$ cat src/rtl/fetch_unit_if.sv
// Fetch front-end bundle: redirect in, imem request/response, decode handoff.
// Latency: none (wires only).
// Backpressure: imem_req_ready_i and instr_ready_i; responses are never stalled.
interface fetch_unit_if;
    logic        redirect_valid_i;
    logic [63:0] redirect_pc_i;
    logic        imem_req_valid_o;
    logic        imem_req_ready_i;
    logic [63:0] imem_req_addr_o;
    logic        imem_rsp_valid_i;
    logic [31:0] imem_rsp_data_i;
    logic        instr_valid_o;
    logic        instr_ready_i;
    logic [31:0] instr_o;
    logic [63:0] instr_pc_o;

    // Fetch unit side
    modport master (
        input  redirect_valid_i, redirect_pc_i,
        output imem_req_valid_o, imem_req_addr_o,
        input  imem_req_ready_i,
        input  imem_rsp_valid_i, imem_rsp_data_i,
        output instr_valid_o, instr_o, instr_pc_o,
        input  instr_ready_i
    );

    // Environment side (memory, decode, redirect source)
    modport slave (
        output redirect_valid_i, redirect_pc_i,
        input  imem_req_valid_o, imem_req_addr_o,
        output imem_req_ready_i,
        output imem_rsp_valid_i, imem_rsp_data_i,
        input  instr_valid_o, instr_o, instr_pc_o,
        output instr_ready_i
    );
endinterface

$ cat src/rtl/fetch_unit.sv
// Instruction fetch: owns the PC, issues in-order imem reads, pairs responses with PCs.
// Latency: 2 cycles minimum from request handshake to instr_valid_o (1-cycle memory).
// Backpressure: at most DEPTH allocated+in-flight requests; redirect flushes and drops late responses.
module fetch_unit #(
    parameter logic [63:0] RESET_PC = 64'h0,
    parameter int          DEPTH    = 4
) (
    input  logic clk_in,
    input  logic rst_in,
    fetch_unit_if.master bus
);

    localparam int AW = (DEPTH > 1) ? $clog2(DEPTH) : 1;

    typedef logic [AW-1:0] ptr_t;
    typedef logic [AW:0]   cnt_t;
    typedef enum logic [0:0] {S_RUN = 1'b0, S_FLUSH = 1'b1} state_t;

    localparam cnt_t DEPTH_C = cnt_t'(DEPTH);
    localparam cnt_t CNT_ONE = cnt_t'(1);
    localparam ptr_t PTR_ONE = ptr_t'(1);

    // Control state
    state_t      state_q, state_d;
    cnt_t        discard_q, discard_d;
    logic [63:0] pc_q, pc_d;
    ptr_t        head_q, head_d;
    ptr_t        tail_q, tail_d;
    ptr_t        rptr_q, rptr_d;   // oldest unfilled slot
    cnt_t        count_q, count_d;
    cnt_t        pend_q, pend_d;   // allocated but not yet filled

    // Buffer storage
    logic [63:0] ent_pc_q  [DEPTH];
    logic [31:0] ent_dat_q [DEPTH];
    logic [DEPTH-1:0] filled_q;

    // Handshake qualifiers
    logic req_vld, instr_vld;
    logic req_hs, deq_hs, rsp_fill;
    logic unused_pc_lsbs;

    assign unused_pc_lsbs = ^bus.redirect_pc_i[1:0];

    assign req_hs   = req_vld && bus.imem_req_ready_i;
    assign deq_hs   = instr_vld && bus.instr_ready_i;
    // A response is only kept in RUN and outside a redirect cycle
    assign rsp_fill = bus.imem_rsp_valid_i && (state_q == S_RUN) && !bus.redirect_valid_i;

    // FSM state register and discard counter
    always_ff @(posedge clk_in or posedge rst_in) begin
        if (rst_in) begin
            state_q   <= S_RUN;
            discard_q <= '0;
        end else begin
            state_q   <= state_d;
            discard_q <= discard_d;
        end
    end

    // FSM next state: redirect accumulates stale responses to drop, FLUSH drains them
    always_comb begin
        state_d   = state_q;
        discard_d = discard_q;
        if (bus.redirect_valid_i) begin
            discard_d = discard_q + pend_q - cnt_t'(bus.imem_rsp_valid_i);
            state_d   = (discard_d != '0) ? S_FLUSH : S_RUN;
        end else if ((state_q == S_FLUSH) && bus.imem_rsp_valid_i) begin
            discard_d = discard_q - CNT_ONE;
            if (discard_q == CNT_ONE) begin
                state_d = S_RUN;
            end
        end
    end

    // FSM outputs: valids gated combinationally only by redirect and reset
    always_comb begin
        req_vld   = (state_q == S_RUN) && (count_q < DEPTH_C) &&
                    !bus.redirect_valid_i && !rst_in;
        instr_vld = filled_q[head_q] && !bus.redirect_valid_i;
    end

    // Pointer, counter and PC next-state
    always_comb begin
        pc_d    = pc_q;
        head_d  = head_q;
        tail_d  = tail_q;
        rptr_d  = rptr_q;
        count_d = count_q;
        pend_d  = pend_q;
        if (bus.redirect_valid_i) begin
            pc_d    = {bus.redirect_pc_i[63:2], 2'b00};
            head_d  = '0;
            tail_d  = '0;
            rptr_d  = '0;
            count_d = '0;
            pend_d  = '0;
        end else begin
            if (req_hs) begin
                pc_d   = pc_q + 64'd4;
                tail_d = tail_q + PTR_ONE;
            end
            if (deq_hs) begin
                head_d = head_q + PTR_ONE;
            end
            if (rsp_fill) begin
                rptr_d = rptr_q + PTR_ONE;
            end
            count_d = count_q + cnt_t'(req_hs) - cnt_t'(deq_hs);
            pend_d  = pend_q + cnt_t'(req_hs) - cnt_t'(rsp_fill);
        end
    end

    // Pointer, counter and PC registers
    always_ff @(posedge clk_in or posedge rst_in) begin
        if (rst_in) begin
            pc_q    <= RESET_PC;
            head_q  <= '0;
            tail_q  <= '0;
            rptr_q  <= '0;
            count_q <= '0;
            pend_q  <= '0;
        end else begin
            pc_q    <= pc_d;
            head_q  <= head_d;
            tail_q  <= tail_d;
            rptr_q  <= rptr_d;
            count_q <= count_d;
            pend_q  <= pend_d;
        end
    end

    // Buffer entries: allocate at request, fill at response, free at dequeue
    always_ff @(posedge clk_in or posedge rst_in) begin
        if (rst_in) begin
            for (int i = 0; i < DEPTH; i++) begin
                ent_pc_q[i]  <= '0;
                ent_dat_q[i] <= '0;
            end
            filled_q <= '0;
        end else if (bus.redirect_valid_i) begin
            filled_q <= '0;
        end else begin
            // tail, rptr and head never collide on an active operation:
            // tail==head only when empty/full, rptr==tail only with nothing pending
            if (req_hs) begin
                ent_pc_q[tail_q] <= pc_q;
                filled_q[tail_q] <= 1'b0;
            end
            if (rsp_fill) begin
                ent_dat_q[rptr_q] <= bus.imem_rsp_data_i;
                filled_q[rptr_q]  <= 1'b1;
            end
            if (deq_hs) begin
                filled_q[head_q] <= 1'b0;
            end
        end
    end

    assign bus.imem_req_valid_o = req_vld;
    assign bus.imem_req_addr_o  = pc_q;
    assign bus.instr_valid_o    = instr_vld;
    assign bus.instr_o          = ent_dat_q[head_q];
    assign bus.instr_pc_o       = ent_pc_q[head_q];

endmodule
$ cat src/flat_wrapper.sv
// flat-port wrapper written by rule: the top's interface ports become plain ports
module fetch_unit_flat 
#(
    parameter logic [63:0] RESET_PC = 64'h0,
    parameter int          DEPTH    = 4
)
  (clk_in, rst_in, bus_redirect_valid_i, bus_redirect_pc_i, bus_imem_req_valid_o, bus_imem_req_addr_o, bus_imem_req_ready_i, bus_imem_rsp_valid_i, bus_imem_rsp_data_i, bus_instr_valid_o, bus_instr_o, bus_instr_pc_o, bus_instr_ready_i);
  fetch_unit_if bus_i ();
  input  logic clk_in;
  input  logic rst_in;
  input wire logic [$bits(bus_i.redirect_valid_i)-1:0] bus_redirect_valid_i;
  input wire logic [$bits(bus_i.redirect_pc_i)-1:0] bus_redirect_pc_i;
  output wire logic [$bits(bus_i.imem_req_valid_o)-1:0] bus_imem_req_valid_o;
  output wire logic [$bits(bus_i.imem_req_addr_o)-1:0] bus_imem_req_addr_o;
  input wire logic [$bits(bus_i.imem_req_ready_i)-1:0] bus_imem_req_ready_i;
  input wire logic [$bits(bus_i.imem_rsp_valid_i)-1:0] bus_imem_rsp_valid_i;
  input wire logic [$bits(bus_i.imem_rsp_data_i)-1:0] bus_imem_rsp_data_i;
  output wire logic [$bits(bus_i.instr_valid_o)-1:0] bus_instr_valid_o;
  output wire logic [$bits(bus_i.instr_o)-1:0] bus_instr_o;
  output wire logic [$bits(bus_i.instr_pc_o)-1:0] bus_instr_pc_o;
  input wire logic [$bits(bus_i.instr_ready_i)-1:0] bus_instr_ready_i;
  assign bus_i.redirect_valid_i = bus_redirect_valid_i;
  assign bus_i.redirect_pc_i = bus_redirect_pc_i;
  assign bus_imem_req_valid_o = bus_i.imem_req_valid_o;
  assign bus_imem_req_addr_o = bus_i.imem_req_addr_o;
  assign bus_i.imem_req_ready_i = bus_imem_req_ready_i;
  assign bus_i.imem_rsp_valid_i = bus_imem_rsp_valid_i;
  assign bus_i.imem_rsp_data_i = bus_imem_rsp_data_i;
  assign bus_instr_valid_o = bus_i.instr_valid_o;
  assign bus_instr_o = bus_i.instr_o;
  assign bus_instr_pc_o = bus_i.instr_pc_o;
  assign bus_i.instr_ready_i = bus_instr_ready_i;
  fetch_unit #(.RESET_PC(RESET_PC), .DEPTH(DEPTH)) u_core (.clk_in(clk_in), .rst_in(rst_in), .bus(bus_i));
endmodule
$ cat config.mk
export PLATFORM = sky130hd
export DESIGN_NAME = fetch_unit_flat
export DESIGN_NICKNAME = d
export VERILOG_FILES = /design/src/rtl/fetch_unit_if.sv /design/src/rtl/fetch_unit.sv /design/src/flat_wrapper.sv
export SDC_FILE = /design/constraint.sdc
export NUM_CORES = 1
export LEC_CHECK = 0
export CAP_MARGIN = 20
export CORE_MARGIN = 8
export CORE_UTILIZATION = 24
export DETAILED_ROUTE_END_ITERATION = 8
export GPL_ROUTABILITY_DRIVEN = 1
export MAX_ROUTING_LAYER = met4
export PLACE_DENSITY = 0.45
export SYNTH_ARGS = -nofsm -noshare
export SYNTH_HDL_FRONTEND = slang
export SYNTH_SLANG_ARGS = --single-unit
export TNS_END_PERCENT = 50
$ cat constraint.sdc
create_clock -name clk_in -period 38.2 [get_ports clk_in]
set_input_delay 3.82 -clock clk_in [delete_from_list [all_inputs] [get_ports clk_in]]
set_output_delay 3.82 -clock clk_in [all_outputs]
set_load 0.005 [all_outputs]
-- Word-level counts from Yosys, hierarchy flattened
Cells that the tools add are included.
- add/subtract/negate cells: 11
- order comparisons: 12
- eq/ne operators: 1
- multiplexer cells: 42
- bitwise logic cells: 10
- reductions and logical operators: 25
- operators with widths (cell ; number):
    64-bit 2-to-1 mux ; 5
    256-bit bitwise mux ; 1
    64-bit binary-select mux with 2-bit select ; 1
    128-bit bitwise mux ; 1
    64-bit demux with 2-bit select ; 1
    32-bit 2-to-1 mux ; 3
    64-bit by 3-bit adder with 64-bit output (second input constant) ; 1
    32-bit binary-select mux with 2-bit select ; 1
    32-bit demux with 2-bit select ; 1
    4-bit 2-to-1 mux ; 6
    1-bit logical AND ; 14
    2-bit 2-to-1 mux ; 6
    3-bit 2-to-1 mux ; 4
    2-bit nonzero test ; 5
    3-bit greater-or-equal comparator (second input constant) ; 3
    2-bit by 3-bit < comparator with 1-bit output (second input constant) ; 3
    2-bit NOT with 3-bit output ; 3
    3-bit by 1-bit subtractor with 3-bit output ; 3
    4-bit AND ; 2
    1-bit 2-to-1 mux ; 8
    4-bit NOT ; 2
    2-bit by 1-bit adder with 2-bit output (second input constant) ; 3
    3-bit by 1-bit adder with 3-bit output ; 2
    1-bit demux with 2-bit select ; 3
    other kinds (12) ; 19
- register bits after elaboration: 468
- output and inout bits: 162
- word-level logic and storage cells: 118

-- Depth between registers and ports, before layout
- depth in word-level cells: 14
- gate-level depth with buffers: 13
- gate-level depth less buffers: 10

-- Worst setup path after synthesis
No wires, ideal clock.
- path kind: in2out
- from: input port bus_redirect_valid_i
- to: output port bus_instr_valid_o
- data arrival time: 4716 ps
- required time: 34380 ps
- path slack: 29664 ps
- stages: 5
- buffers on the path: 3
- path through: buf_2 -> inv_1 -> clkbuf_1 -> clkbuf_1 -> and2_1
- cells in the longest elaborated chain, start to end: 2
- RTL lines (element ; line ; source):
    start: declaration ; flat_wrapper.sv:11 ; input wire logic [$bits(bus_i.redirect_valid_i)-1:0] bus_redirect_valid_i;
    1-bit logical NOT ; fetch_unit.sv:80 ; instr_vld = filled_q[head_q] && !bus.redirect_valid_i;
    1-bit logical AND ; fetch_unit.sv:80 ;
    end: declaration ; flat_wrapper.sv:18 ; output wire logic [$bits(bus_i.instr_valid_o)-1:0] bus_instr_valid_o;
Every way passes these cells.

-- Final worst setup path
Ends and elaborated chain as after synthesis.

==> results.json <==
{
  "cts_max_path_buffers": 3,
  "crit_slowest_cell": "clkinv_1",
  "final_net_count": 1959,
  "startpoint": "bus_redirect_valid_i",
  "h-tree-depth": 2,
  "max-cap-violations": 0,
  "initial_core_util_pct": 24.17,
  "post-route-util_pct": 30.31,
  "totalPowerFinal_uw": 1637,
  "dieArea_um2": 100400,
  "clock_latency_ps": 600,
  "antenna_found_initial": 7,
  "grt_usage_pct": 14.09,
  "first_iter_violations": 772,
  "pre_cts_slack_ps": 28440,
  "path_buf_inv": 4,
  "ant_nets": 0,
  "drt-total-wl_um": 69770,
  "hpwl_um": 45070,
  "cp_cell_sequence": "buf_4 -> clkinv_1 -> buf_4 -> and2_1 -> clkdlybuf4s50_1",
  "rr_startpoint": "u_core.head_q[1]",
  "dieHeight_um": 316.9,
  "grt_overflow": 0,
  "highest_layer": "met4",
  "setup_viol": 0,
  "cts_tree": "done",
  "wl_met2_um": 32420,
  "grt_start_max_net_pins": 173,
  "r2r_cells": 10,
  "yosys_warnings": 0,
  "ys.flop_type": "dfrtp_1",
  "ys_types": 66,
  "coreArea_um2": 89870,
  "finalHoldViolations": 0,
  "io_pins": 264,
  "nFillCells": 9058,
  "worstHoldStart": "u_core.ent_pc_q[241]",
  "grt_pass1_wl_um": 104400,
  "reg2reg_slack_ps": 34960,
  "drt-met1-wl_um": 31560,
  "area_delta_synth_final_pct": 25.38,
  "cts-root-buf": "clkbuf_16",
  "clock_sink_count": 458,
  "required_ps": 34380,
  "irDropWorstVdd_mv": 0.02654,
  "crit_path_max_incr_delay_ps": 560,
  "port_buffers": 257,
  "finalWorstSetupSlack_ps": 28490,
  "cp-start-kind": "primary input",
  "synth_cells": 1629,
  "rows": 110,
  "path_common_cell": "buf_4",
  "clk_pin_slew_ps": 60,
  "hold_path_end": "u_core.ent_pc_q[241]",
  "tns_ps": 0,
  "ctsHoldBuffers": 0,
  "drc": 0,
  "worstHoldPathType": "reg2reg",
  "vias": 14720,
  "p_leak_uw": 0.01173,
  "worst_pin_slew_ps": 1098,
  "slew_headroom_pct": 26.78,
  "rsz0062_at_grt": "no",
  "cts_resized": 0,
  "worst_clock_skew_ps": 23.01,
  "slew_viol_final": 0,
  "die_x_um": 316.9,
  "seq_area_frac_synth_pct": 52.76,
  "synth.avg_cell_area_um2": 13.34,
  "synthesis.area_um2": 21720,
  "fmax_ghz": 0.1030,
  "grt_pass1_vias": 15630,
  "fin_crit_ps": 9712,
  "ys_seq_elements": 458,
  "wl_met3_um": 4058,
  "worstReg2RegEnd": "u_core.count_q[2]",
  "post_drt_wl_per_cell_um": 22.85,
  "gp_congestion": 0.7379,
  "cts_setup_buffers": 0,
  "numCtsBuffers": 55,
  "crit_arrival_ps": 5890,
  "status": "finished clean",
  "holdPathStages": 2,
  "path_delay_family": "buffers and inverters",
  "drive_above_1_share_pct": 31.07,
  "crit_path_end_kind": "primary output",
  "p_per_area_nw_per_um2": 60.10,
  "criticalPathCategory": "in2out",
  "viasPerCell": 4.821,
  "first_pass_iters": 5,
  "critPathMaxFanout": 38,
  "post-route-period-util_pct": 25.42,
  "synth_edf_count": 0,
  "async_flop_share_pct": 100.0
}
## flip-flops by register name, indices dropped and copies added, names as in the netlist, 2 cells and up
signal                      count
u_core.ent_dat_q              128
u_core.head_q                   2
u_core.filled_q                 4
u_core.count_q                  3
u_core.rptr_q                   2
u_core.tail_q                   2
u_core.ent_pc_q               248
u_core.pend_q                   3
u_core.bus.imem_req_addr_o     62
u_core.discard_q                3
## layout make-up
class | instances | area, um2 | area share [%]
clock inverters | 20 | 211.5 | 0.7763
repair buffers | 282 | 2810 | 10.32
well taps | 1176 | 1471 | 5.402
inverters | 37 | 148.9 | 0.5466
diodes | 7 | 17.52 | 0.06431
multi-input cells | 998 | 9539 | 35.02
clock buffers | 75 | 1572 | 5.769
flip-flops and latches | 458 | 11470 | 42.10
## kinds of logic (layout without fill, tap and decap cells)
| group | after synthesis | after routing | synth area share (%) |
|---|---|---|---|
| fa+ha+maj | 25 | 25 | 1.544 |
| other cells | 1 | 11 | 0.01726 |
| flops | 458 | 458 | 52.76 |
| mux | 440 | 440 | 27.69 |
| buf+inv | 176 | 414 | 3.536 |
| xor+xnor | 10 | 10 | 0.4031 |
| simple gates | 350 | 350 | 8.783 |
| compound gates | 169 | 169 | 5.270 |
## layer usage
layer	GRT usage, %	up-vias
li1	-	6466
met1	18.57	7789
met2	21.73	353
met3	3.222	109
met4	3.968	0
met5	-	-
## worst max path at each step
stage	to	slack, ps	cells after the start
final	bus_instr_valid_o	28490	5
after global routing	bus_instr_valid_o	28360	5
after CTS	bus_instr_valid_o	28440	5
after detailed placement	bus_instr_valid_o	28440	5
after global placement	bus_instr_valid_o	28460	5
after floorplan	u_core.bus.imem_req_addr_o[10]	21610	1
## power breakdown
| group | switching, uW | internal, uW |
|---|---|---|
| Combinational | 165 | 276 |
| Clock | 215 | 307 |
| Sequential | 78.5 | 596 |
## cell usage in the layout, fill, tap and decap left out, types with 4 or more instances in the layout
cell	netlist	routed
buf_4	7	23
inv_1	35	33
and2_2	0	4
clkbuf_16	0	55
a31oi_1	8	8
o211ai_1	22	22
xor2_1	4	4
a22oi_1	10	10
nand4_1	23	23
diode_2	0	7
or3_1	14	14
o31ai_1	4	4
or4_1	19	19
xnor2_1	6	6
nand3_1	59	59
nor3_1	14	14
clkbuf_8	0	12
nor2_1	31	30
clkinv_2	0	10
mux2i_1	7	7
ha_1	22	22
and3_1	12	12
o311ai_0	13	13
dfrtp_1	458	456
nand2_4	1	5
nand2_1	120	120
a221o_1	14	14
conb_1	1	4
clkbuf_1	64	8
nor4_4	4	4
mux2_2	338	338
clkdlybuf4s50_1	0	256
nor4_1	16	16
mux4_2	95	95
a21oi_1	16	16
o21ai_0	61	61
## synthesized netlist by cell type, types with 3 or more instances
master / instances / share of area [%]
dfrtp_1: 458 / 53
mux2_2: 338 / 18
nand2_1: 120 / 2.1
mux4_2: 95 / 9.8
clkbuf_1: 64 / 1.1
o21ai_0: 61 / 1.4
nand3_1: 59 / 1.4
buf_2: 57 / 1.3
inv_1: 35 / 0.60
nor2_1: 31 / 0.54
nand4_1: 23 / 0.66
ha_1: 22 / 1.3
o211ai_1: 22 / 0.76
or4_1: 19 / 0.66
a21oi_1: 16 / 0.37
nor4_1: 16 / 0.46
a221o_1: 14 / 0.65
nor3_1: 14 / 0.32
or3_1: 14 / 0.40
o311ai_0: 13 / 0.52
and3_1: 12 / 0.35
a22oi_1: 10 / 0.35
a31oi_1: 8 / 0.23
and2_1: 7 / 0.20
buf_4: 7 / 0.24
mux2i_1: 7 / 0.32
clkbuf_2: 6 / 0.14
xnor2_1: 6 / 0.24
buf_1: 5 / 0.086
nand2_2: 4 / 0.12
nor4_4: 4 / 0.39
o31ai_1: 4 / 0.14
xor2_1: 4 / 0.16
fa_1: 3 / 0.28
nand4_2: 3 / 0.17
nor2b_1: 3 / 0.086
nor4_2: 3 / 0.17
o31a_1: 3 / 0.12
## worst reg2reg max path, cell delays in order (launching register included)
cell and delay, ps:
dfrtp_4 520, buf_4 700, mux4_2 440, and3_1 300, ha_1 310, inv_1 50
ha_1 130, inv_1 50, fa_1 370, xnor2_1 170, nor2_1 50
## stage by stage
stage               instances  area, um2  hold slack [ps]
floorplan                1632      21740            444.6
global placement         2949      25380            455.8
detailed placement       2949      25380            465.8
CTS                      3044      27170            479.1
global route             3052      27240            497.3
finish                   3053      27240            477.4
Note: power is estimated with default switching activity, not from simulation.
